**config.mk**
```make
export PLATFORM = sky130hd
export DESIGN_NAME = csi_packetizer
export DESIGN_NICKNAME = d
export VERILOG_FILES = /design/src/rtl/csi_packetizer.sv
export SDC_FILE = /design/constraint.sdc
export NUM_CORES = 1
export LEC_CHECK = 0
export BUFFER_PORTS_ARGS = -buffer_cell sky130_fd_sc_hd__buf_2
export CAP_MARGIN = 20
export CORE_ASPECT_RATIO = 0.75
export CORE_MARGIN = 3
export CORE_UTILIZATION = 35
export DETAILED_ROUTE_END_ITERATION = 10
export PLACE_DENSITY = 0.56
export SLEW_MARGIN = 5
export SYNTH_ARGS = -nofsm -noshare
export SYNTH_HDL_FRONTEND = slang
export SYNTH_SLANG_ARGS = --single-unit
```
**constraint.sdc**
```tcl
create_clock -name I_clk -period 2.8 [get_ports I_clk]
set_input_delay 0.28 -clock I_clk [delete_from_list [all_inputs] [get_ports I_clk]]
set_output_delay 0.28 -clock I_clk [all_outputs]
set_load 0.02 [all_outputs]
```
**src/rtl/csi_packetizer.sv**
```systemverilog
// CSI-2 style transmit framer: FS/FE short packets and long line packets read from a line FIFO.
// Optional header ECC byte: define CSI_PACKETIZER_ECC_EN (otherwise ECC byte is 8'h00).
module csi_packetizer #(
  parameter logic [7:0] P_DATA_DT = 8'h2B,
  parameter logic [7:0] P_FS_DT   = 8'h00,
  parameter logic [7:0] P_FE_DT   = 8'h01,
  parameter int         P_GAP_CYC = 2
) (
  input  logic        I_clk,
  input  logic        I_rst_n,
  input  logic        I_fs_req,
  input  logic        I_fe_req,
  input  logic        I_line_req,
  input  logic [15:0] I_line_wc,
  output logic        O_pix_rd,
  input  logic [31:0] I_pix_data,
  output logic        O_hs_valid,
  output logic [31:0] O_hs_data,
  output logic        O_busy,
  output logic        O_req_err,
  output logic        O_frame_active,
  output logic [15:0] O_line_cnt
);

  typedef enum logic [2:0] {S_IDLE, S_PRE, S_HDR, S_PAY, S_GAP} state_t;
  typedef enum logic [1:0] {K_FS, K_FE, K_LINE} kind_t;

  localparam logic [7:0] GAP_LAST = 8'(P_GAP_CYC - 1);

  state_t      state_q, state_d;
  kind_t       kind_q, kind_d;
  logic [15:0] wc_q, wc_d;
  logic [15:0] rd_rem_q, rd_rem_d;
  logic [15:0] pay_rem_q, pay_rem_d;
  logic [7:0]  gap_q, gap_d;
  logic        pix_rd_q, pix_rd_d;
  logic        hs_valid_q, hs_valid_d;
  logic [31:0] hs_data_q, hs_data_d;
  logic        req_err_q, req_err_d;
  logic        frame_active_q, frame_active_d;
  logic [15:0] line_cnt_q, line_cnt_d;

  logic        any_req;
  logic        line_ok;
  logic [15:0] line_words;
  logic [7:0]  hdr_dt;
  logic [7:0]  ecc_byte;
  logic [31:0] header;

  assign any_req    = I_fs_req | I_fe_req | I_line_req;
  assign line_words = {2'b00, I_line_wc[15:2]};
  assign line_ok    = (I_line_wc[15:2] != 14'd0) && (I_line_wc[1:0] == 2'b00);

  always_comb begin
    case (kind_q)
      K_FS:    hdr_dt = P_FS_DT;
      K_FE:    hdr_dt = P_FE_DT;
      default: hdr_dt = P_DATA_DT;
    endcase
  end

`ifdef CSI_PACKETIZER_ECC_EN
  // Hamming parity over D[23:0] = {WC[15:8], WC[7:0], DT}
  logic [23:0] ecc_d;
  logic [5:0]  ecc6;
  assign ecc_d   = {wc_q[15:8], wc_q[7:0], hdr_dt};
  assign ecc6[0] = ecc_d[0] ^ ecc_d[1] ^ ecc_d[2] ^ ecc_d[4] ^ ecc_d[5] ^ ecc_d[7] ^ ecc_d[10] ^
                   ecc_d[11] ^ ecc_d[13] ^ ecc_d[16] ^ ecc_d[20] ^ ecc_d[21] ^ ecc_d[22] ^ ecc_d[23];
  assign ecc6[1] = ecc_d[0] ^ ecc_d[1] ^ ecc_d[3] ^ ecc_d[4] ^ ecc_d[6] ^ ecc_d[8] ^ ecc_d[10] ^
                   ecc_d[12] ^ ecc_d[14] ^ ecc_d[17] ^ ecc_d[20] ^ ecc_d[21] ^ ecc_d[22] ^ ecc_d[23];
  assign ecc6[2] = ecc_d[0] ^ ecc_d[2] ^ ecc_d[3] ^ ecc_d[5] ^ ecc_d[6] ^ ecc_d[9] ^ ecc_d[11] ^
                   ecc_d[12] ^ ecc_d[15] ^ ecc_d[18] ^ ecc_d[20] ^ ecc_d[21] ^ ecc_d[22];
  assign ecc6[3] = ecc_d[1] ^ ecc_d[2] ^ ecc_d[3] ^ ecc_d[7] ^ ecc_d[8] ^ ecc_d[9] ^ ecc_d[13] ^
                   ecc_d[14] ^ ecc_d[15] ^ ecc_d[19] ^ ecc_d[20] ^ ecc_d[21] ^ ecc_d[23];
  assign ecc6[4] = ecc_d[4] ^ ecc_d[5] ^ ecc_d[6] ^ ecc_d[7] ^ ecc_d[8] ^ ecc_d[9] ^ ecc_d[16] ^
                   ecc_d[17] ^ ecc_d[18] ^ ecc_d[19] ^ ecc_d[20] ^ ecc_d[22] ^ ecc_d[23];
  assign ecc6[5] = ecc_d[10] ^ ecc_d[11] ^ ecc_d[12] ^ ecc_d[13] ^ ecc_d[14] ^ ecc_d[15] ^
                   ecc_d[16] ^ ecc_d[17] ^ ecc_d[18] ^ ecc_d[19] ^ ecc_d[21] ^ ecc_d[22] ^ ecc_d[23];
  assign ecc_byte = {2'b00, ecc6};
`else
  assign ecc_byte = 8'h00;
`endif

  assign header = {hdr_dt, wc_q[7:0], wc_q[15:8], ecc_byte};

  always_comb begin
    state_d        = state_q;
    kind_d         = kind_q;
    wc_d           = wc_q;
    rd_rem_d       = rd_rem_q;
    pay_rem_d      = pay_rem_q;
    gap_d          = gap_q;
    pix_rd_d       = 1'b0;
    hs_valid_d     = 1'b0;
    hs_data_d      = 32'h0;
    req_err_d      = 1'b0;
    frame_active_d = frame_active_q;
    line_cnt_d     = line_cnt_q;

    // FIFO reads run ahead of the packet states; the first read is issued on acceptance.
    if (state_q != S_IDLE && rd_rem_q != 16'd0) begin
      pix_rd_d = 1'b1;
      rd_rem_d = rd_rem_q - 16'd1;
    end

    case (state_q)
      S_IDLE: begin
        if (I_fs_req) begin
          kind_d    = K_FS;
          wc_d      = 16'h0;
          rd_rem_d  = 16'h0;
          state_d   = S_PRE;
          req_err_d = I_fe_req | I_line_req;
        end else if (I_line_req) begin
          req_err_d = I_fe_req | ~line_ok;
          if (line_ok) begin
            kind_d   = K_LINE;
            wc_d     = I_line_wc;
            pix_rd_d = 1'b1;
            rd_rem_d = line_words - 16'd1;
            state_d  = S_PRE;
          end
        end else if (I_fe_req) begin
          kind_d   = K_FE;
          wc_d     = 16'h0;
          rd_rem_d = 16'h0;
          state_d  = S_PRE;
        end
      end
      S_PRE: begin
        req_err_d  = any_req;
        hs_valid_d = 1'b1;
        hs_data_d  = header;
        pay_rem_d  = {2'b00, wc_q[15:2]};
        state_d    = S_HDR;
        case (kind_q)
          K_FS: begin
            frame_active_d = 1'b1;
            line_cnt_d     = 16'h0;
          end
          K_FE:    frame_active_d = 1'b0;
          default: line_cnt_d = line_cnt_q + 16'd1;
        endcase
      end
      S_HDR: begin
        req_err_d = any_req;
        if (kind_q == K_LINE) begin
          hs_valid_d = 1'b1;
          hs_data_d  = I_pix_data;
          pay_rem_d  = pay_rem_q - 16'd1;
          state_d    = S_PAY;
        end else begin
          gap_d   = GAP_LAST;
          state_d = S_GAP;
        end
      end
      S_PAY: begin
        req_err_d = any_req;
        if (pay_rem_q != 16'd0) begin
          hs_valid_d = 1'b1;
          hs_data_d  = I_pix_data;
          pay_rem_d  = pay_rem_q - 16'd1;
        end else begin
          gap_d   = GAP_LAST;
          state_d = S_GAP;
        end
      end
      S_GAP: begin
        req_err_d = any_req;
        if (gap_q == 8'd0) state_d = S_IDLE;
        else               gap_d   = gap_q - 8'd1;
      end
      default: state_d = S_IDLE;
    endcase
  end

  always_ff @(posedge I_clk or negedge I_rst_n) begin
    if (!I_rst_n) begin
      state_q        <= S_IDLE;
      kind_q         <= K_FS;
      wc_q           <= 16'h0;
      rd_rem_q       <= 16'h0;
      pay_rem_q      <= 16'h0;
      gap_q          <= 8'h0;
      pix_rd_q       <= 1'b0;
      hs_valid_q     <= 1'b0;
      hs_data_q      <= 32'h0;
      req_err_q      <= 1'b0;
      frame_active_q <= 1'b0;
      line_cnt_q     <= 16'h0;
    end else begin
      state_q        <= state_d;
      kind_q         <= kind_d;
      wc_q           <= wc_d;
      rd_rem_q       <= rd_rem_d;
      pay_rem_q      <= pay_rem_d;
      gap_q          <= gap_d;
      pix_rd_q       <= pix_rd_d;
      hs_valid_q     <= hs_valid_d;
      hs_data_q      <= hs_data_d;
      req_err_q      <= req_err_d;
      frame_active_q <= frame_active_d;
      line_cnt_q     <= line_cnt_d;
    end
  end

  assign O_pix_rd       = pix_rd_q;
  assign O_hs_valid     = hs_valid_q;
  assign O_hs_data      = hs_data_q;
  assign O_busy         = (state_q != S_IDLE);
  assign O_req_err      = req_err_q;
  assign O_frame_active = frame_active_q;
  assign O_line_cnt     = line_cnt_q;

endmodule

```
==> impl_metrics.tcl, run 1 <==
set metrics [dict create \
    cp_max_fo 17 \
    holdWs_ns 0.0718 \
    clkTransAtPathRegs_ns 0.05 \
    fin_skew_ns 0.00856 \
    synth_most_common_cell "dfrtp_1" \
    dp.cells 854 \
    pin_count 106 \
    crit_buf_inv 3 \
    start_util_pct 36.3 \
    drive_above_1_share_pct 25.3 \
    fp.dieH_um 116 \
    synth-seq-cells 113 \
    setup_viol 0 \
    clockRootBuffer "clkbuf_16" \
    slowest_stage "or4b_1" \
    ant_nets 0 \
    timing.final.ws_setup_ns 0.370 \
    seqCellArea_um2 2830 \
    rsz0062_at_grt "false" \
    dp_hpwl_um 11200 \
    synth_area_um2 5620 \
    critPathKind "flip-flop to flip-flop" \
    ys_seq_area_share_pct 50.3 \
    r2r-start "pay_rem_q[0]" \
    cts-resized-gates 0 \
    final_hold_viol_count 0 \
    tns_ns 0 \
    power_leakage_nw 3.35 \
    grt_pass1_wl_um 25100 \
    crit_family "simple AND/OR/NAND/NOR gates" \
    vias 4788 \
    synth_cell_types 68 \
    synth_enable_flop_cells 0 \
    antenna_found_initial 0 \
    final_nets 730 \
    grt_pass1_vias 4697 \
    maxCapViolCount 0 \
    h-tree-depth 4 \
    slew_headroom_pct 47.2 \
    async_flop_share_pct 100 \
    route.detailed.drc 0 \
    place_ws_ns 0.396 \
    arrival_ns 2.78 \
    synth_commonest_cells "dfrtp_1 (113), nand2_1 (51), a22o_1 (39), nor2_1 (34), o21ai_0 (21)" \
    path_common_cell "buf_4" \
    end_kind "flip-flop" \
    status "complete, no violations" \
    hold_class "input port to flip-flop" \
    grt_max_degree 56 \
    vias_per_cell 5.40 \
    maxSlewViolCount 0 \
    core_um2 15500 \
    finalNonFillerCells 886 \
    num-fill-cells 1460 \
    startpoint "pay_rem_q[0]" \
    clk_latency_ns 0.41 \
    cts_sinks 113 \
    areaGrowthSynthToFinish_pct 26.4 \
    tightest_slew_ns 0.791 \
    cts_buffers 17 \
    track_usage_pct 18.0 \
    finalCriticalPeriod_ns 2.43 \
    num_rows 39 \
    design.die.area_um2 17600 \
    vdd_drop_max_mv 0.600 \
    gp_congestion 0.892 \
    syn_inst 553 \
    cpPeakStageDelay_ns 0.51 \
    required_ns 3.15 \
    hold_buffers 1 \
    routed_wl_um 15300 \
    path_cells "inv_1 -> ha_1 -> nor3b_2 -> and4_1 -> buf_4 -> a211o_1 -> buf_4 -> or4b_1 -> nand3_1" \
    die_w_um 152 \
    portBuffers 105 \
    startpoint_type "flip-flop" \
    multi_input_area_um2 2630 \
    totalPowerFinal_w 0.00733 \
    power_density_nw_per_um2 1030 \
    synthFlopType "dfrtp_1" \
    postCtsSetupBuffers 0 \
    drtIter0Drc 280 \
    min_from "I_pix_data[5]" \
    yosys-top-cells-area "dfrtp_1 (50%), a22o_1 (6.1%), nand2_1 (3.4%)" \
    finalCritPeriodShare_pct 86.8 \
    firstDrtPassIters 5 \
    diodes 0 \
    synth.avg_cell_area_um2 10.2 \
    synth_largest_area_cell "dfrtp_1" \
    yosys_warnings 0 \
    syn_nets 614 \
    fmax_ghz 0.411 \
    clk_path_buf_depth 2 \
    tritoncts "done" \
    detail_route.wl_per_cell_um 17.3 \
    synth_top_area_share_pct 50.3 \
    globalRoute.totalOverflow 0 \
]
[per-stage QoR]
stage	util (%)	cell area, µm²
6_report	45.9	7100
5_1_grt	45.9	7100
4_1_cts	45.9	7100
3_5_place_dp	41.6	6440
3_3_place_gp	41.6	6440
2_1_floorplan	-	5620
[cell families after synthesis]
| kind of cell | after synthesis | synth area share (%) |
|---|---|---|
| muxes | 3 | 0.534 |
| buffers and inverters | 41 | 3.29 |
| adders and majority gates | 9 | 1.96 |
| AOI/OAI and AO/OA | 136 | 17.5 |
| xor gates and xnor gates | 25 | 3.89 |
| and+or+nand+nor | 226 | 22.5 |
| DFF | 113 | 50.3 |
[path summary, 6_finish.rpt]
kind | slack (ns) | to | cells after the start
min in group asynchronous | 0.48 | O_hs_data[1] | 2
max in group asynchronous | 1.52 | pay_rem_q[15] | 3
max reg2reg | 0.37 | pay_rem_q[11] | 9
min | 0.07 | O_hs_data[5] | 2
max | 0.37 | pay_rem_q[11] | 9
min reg2reg | 0.51 | gap_q[0] | 1
[sequential cells by signal, summed over array words and instances (netlist names), 2 cells and up]
name,cells
O_line_cnt,16
wc_q,16
kind_q,2
O_hs_data,32
gap_q,8
rd_rem_q,16
state_q,3
pay_rem_q,16
[cell usage in the layout, fill, tap and decap left out, types with 8 or more instances in the layout]
cell type / instances
nand4_1: 12
and2_1: 16
nor3_1: 20
dfrtp_1: 113
o21ai_0: 21
inv_1: 14
a21oi_1: 20
xnor2_1: 18
nand3_1: 17
ha_1: 8
nand2b_1: 8
or3_1: 10
a22o_1: 39
nor2_1: 34
nand2_1: 51
clkbuf_16: 17
buf_4: 17
buf_2: 104
[worst register-to-register path, delay by kind of cell (launching register included)]
| family | cells | cell delay, ns |
|---|---|---|
| buffers and inverters | 3 | 0.45 |
| adder cells (fa/ha/maj) | 1 | 0.23 |
| flip-flops | 1 | 0.40 |
| AND/OR/NAND/NOR | 4 | 1.00 |
| AO/OA/AOI/OAI | 1 | 0.28 |
[power by group]
group          leakage (nW)  switching, W  internal (W)  total, W
Sequential             1.52      0.000404       0.00203   0.00243
Clock                 0.321      0.000750       0.00165   0.00240
Combinational          1.51       0.00154      0.000963   0.00251
[per-layer routing]
metal  vias up  wire (µm)  GRT usage, %
li1       2292          -             -
met3        21        994          5.56
met1      2330       7710          26.0
met4         0        242          5.81
met2       145       6360          25.8
met5         -          0             0
[cell type report]
type                            instances  share of cell area [%]
Clock buffer                           22                    6.68
Clock inverter                          9                    2.50
Inverter                               15                   0.793
Multi-Input combinational cell        399                    37.1
Sequential cell                       113                    39.8
Tap cell                              205                    3.61
Timing Repair Buffer                  123                    9.55
Note: power is estimated with default switching activity, not from simulation.
==> run 2: changes to the inputs <==
==> constraint.sdc (replaced) <==
create_clock -name I_clk -period 2.8 [get_ports I_clk]
set_input_delay 0.42 -clock I_clk [delete_from_list [all_inputs] [get_ports I_clk]]
set_output_delay 0.42 -clock I_clk [all_outputs]
set_load 0.02 [all_outputs]
==> run 2 against run 1 <==
Global-route usage about the same. Sequential cell count unchanged. Non-clock buffer count down 4. Clock skew down 0.0020 ns. Register-to-register slack worse by 0.14 ns. Worst hold slack worse by 0.070 ns. Routed wire length down 1.4%. Die area unchanged. Worst setup slack worse by 0.14 ns. Sequential share of layout area up 0.39 points. First-iteration DRC count down 15%. Critical path type unchanged. Largest power group unchanged.
==> impl_metrics.tcl, run 2 (same netlist as run 1, synthesis figures left out) <==
set metrics [dict create \
    status "complete, no violations" \
    fp.dieH_um 116 \
    largest_reg_flops 32 \
    clkPwrFrac_pct 30.7 \
    totalPowerFinal_w 0.00710 \
    p_int_w 0.00441 \
    pin_count 106 \
    ant_nets 0 \
    maxSlewViolCount 0 \
    cp_max_fo 13 \
    pwr-share-comb_pct 35.2 \
    globalRoute.totalOverflow 0 \
    critPathKind "flip-flop to flip-flop" \
    clk_path_buf_depth 2 \
    setup_viol 0 \
    num-fill-cells 1464 \
    cts_sinks 113 \
    vias 4774 \
    final_common_cell "dfrtp_1" \
    design.die.area_um2 17600 \
    routed_wl_um 15100 \
    clk_latency_ns 0.42 \
    grt_pass1_wl_um 24900 \
    slew_headroom_pct 44.4 \
    clkTransAtPathRegs_ns 0.05 \
    startpoint "pay_rem_q[0]" \
    postCtsSetupBuffers 0 \
    maxCapViolCount 0 \
    cts_buffers 17 \
    p_sw_w 0.00269 \
    required_ns 3.14 \
    seqPwrFrac_pct 34.1 \
    vias_per_cell 5.41 \
    track_usage_pct 18.0 \
    diodes 0 \
    dp.cells 851 \
    core_um2 15500 \
    h-tree-depth 4 \
    rr_worst_depth 7 \
    num_rows 39 \
    drive_above_1_share_pct 25.1 \
    power_density_nw_per_um2 1010 \
    antenna_found_initial 0 \
    fin_skew_ns 0.00655 \
    rsz0062_at_grt "false" \
    dp_hpwl_um 10900 \
    gp_congestion 0.860 \
    end_kind "flip-flop" \
    final_nets 726 \
    tns_ns 0 \
    die_w_um 152 \
    critPathCapture "gap_q[7]" \
    firstDrtPassIters 5 \
    hold_buffers 0 \
    portBuffers 105 \
    route.detailed.drc 0 \
    rrSetupSlack_ns 0.23 \
    tritoncts "done" \
    startpoint_type "flip-flop" \
    start_util_pct 36.3 \
    fmax_ghz 0.389 \
    r2r-start "pay_rem_q[0]" \
    drtIter0Drc 239 \
    grt_max_degree 51 \
    finalCriticalPeriod_ns 2.57 \
    grt_pass1_vias 4724 \
    final_cell_mix "dfrtp_1 (113), buf_2 (104), nand2_1 (51), a22o_1 (39), nor2_1 (34)" \
    finalCritPeriodShare_pct 91.8 \
    r2r-end "gap_q[7]" \
    finalNonFillerCells 883 \
    sw_frac_of_total_pct 37.9 \
    power_leakage_nw 3.31 \
    hold_class "input port to asynchronous set/reset pin" \
    vdd_drop_max_mv 0.467 \
    arrival_ns 2.91 \
    tightest_slew_ns 0.835 \
    detail_route.wl_per_cell_um 17.1 \
    clockRootBuffer "clkbuf_16" \
    areaGrowthSynthToFinish_pct 25.1 \
    cts-resized-gates 0 \
    final_hold_viol_count 0 \
]
==> run 2: cell types whose count changed in the layout (fill, tap and decap cells not counted), sizes merged <==
cell	previous run	this run
clkinvlp	0	3
bufinv	5	2
inv	16	15
clkbuf	22	24
buf	122	119
dlygate4sd3	1	0
==> run 2: power groups by stage <==
stage / clock network (W) / registers, W / logic, W
after floorplan: 0 / 0.00245 / 0.00168
after CTS: 0.00223 / 0.00242 / 0.00250
after global placement: 0 / 0.00242 / 0.00244
final: 0.00218 / 0.00242 / 0.00250
after global routing: 0.00233 / 0.00249 / 0.00280
after detailed placement: 0 / 0.00244 / 0.00250
==> run 2: metrics by stage <==
step | utilization, % | cell area (µm²) | setup slack [ns] | hold WS (ns)
after floorplan | - | 5620 | 0.669 | 0.124
after global placement | 41.6 | 6430 | 0.387 | 0.464
after detailed placement | 41.6 | 6430 | 0.265 | 0.467
after CTS | 45.5 | 7030 | 0.253 | 0.0156
after global routing | 45.5 | 7030 | 0.0864 | 0.0467
final | 45.5 | 7030 | 0.231 | 0.00150
==> run 2: worst min-delay path by stage <==
stage                                end  cells past startpoint     from
after global placement      O_hs_data[1]                      1  I_rst_n
after detailed placement   O_hs_data[26]                      1  I_rst_n
after CTS                  O_hs_data[26]                      1  I_rst_n
after global routing       O_hs_data[26]                      1  I_rst_n
after floorplan           O_frame_active                      0  I_rst_n
final                      O_hs_data[26]                      1  I_rst_n
==> run 2: layout make-up <==
class | instances | area, µm² | area share [%]
clock inverters | 8 | 101 | 1.44
inverters | 15 | 56.3 | 0.800
well taps | 205 | 256 | 3.65
clock buffers | 24 | 502 | 7.13
repair buffers | 119 | 658 | 9.36
flip-flops and latches | 113 | 2830 | 40.2
multi-input cells | 399 | 2630 | 37.4
==> run 2: critical path, cell delays in order, from the launching register on <==
cell     delay (ns)
dfrtp_1        0.41
inv_1          0.10
ha_1           0.19
nor3b_2        0.31
and4_1         0.45
a21oi_1        0.32
or4b_1         0.56
a21oi_1        0.16
==> run 2: layer usage <==
metal,vias to the layer above,track usage [%],share of wire (%),wire length [µm]
li1,2277,-,-,-
met5,-,0,0,0
met2,169,25.8,42,6350
met3,13,5.11,6.9,1050
met4,0,6.59,1.1,168
met1,2315,25.9,50,7530
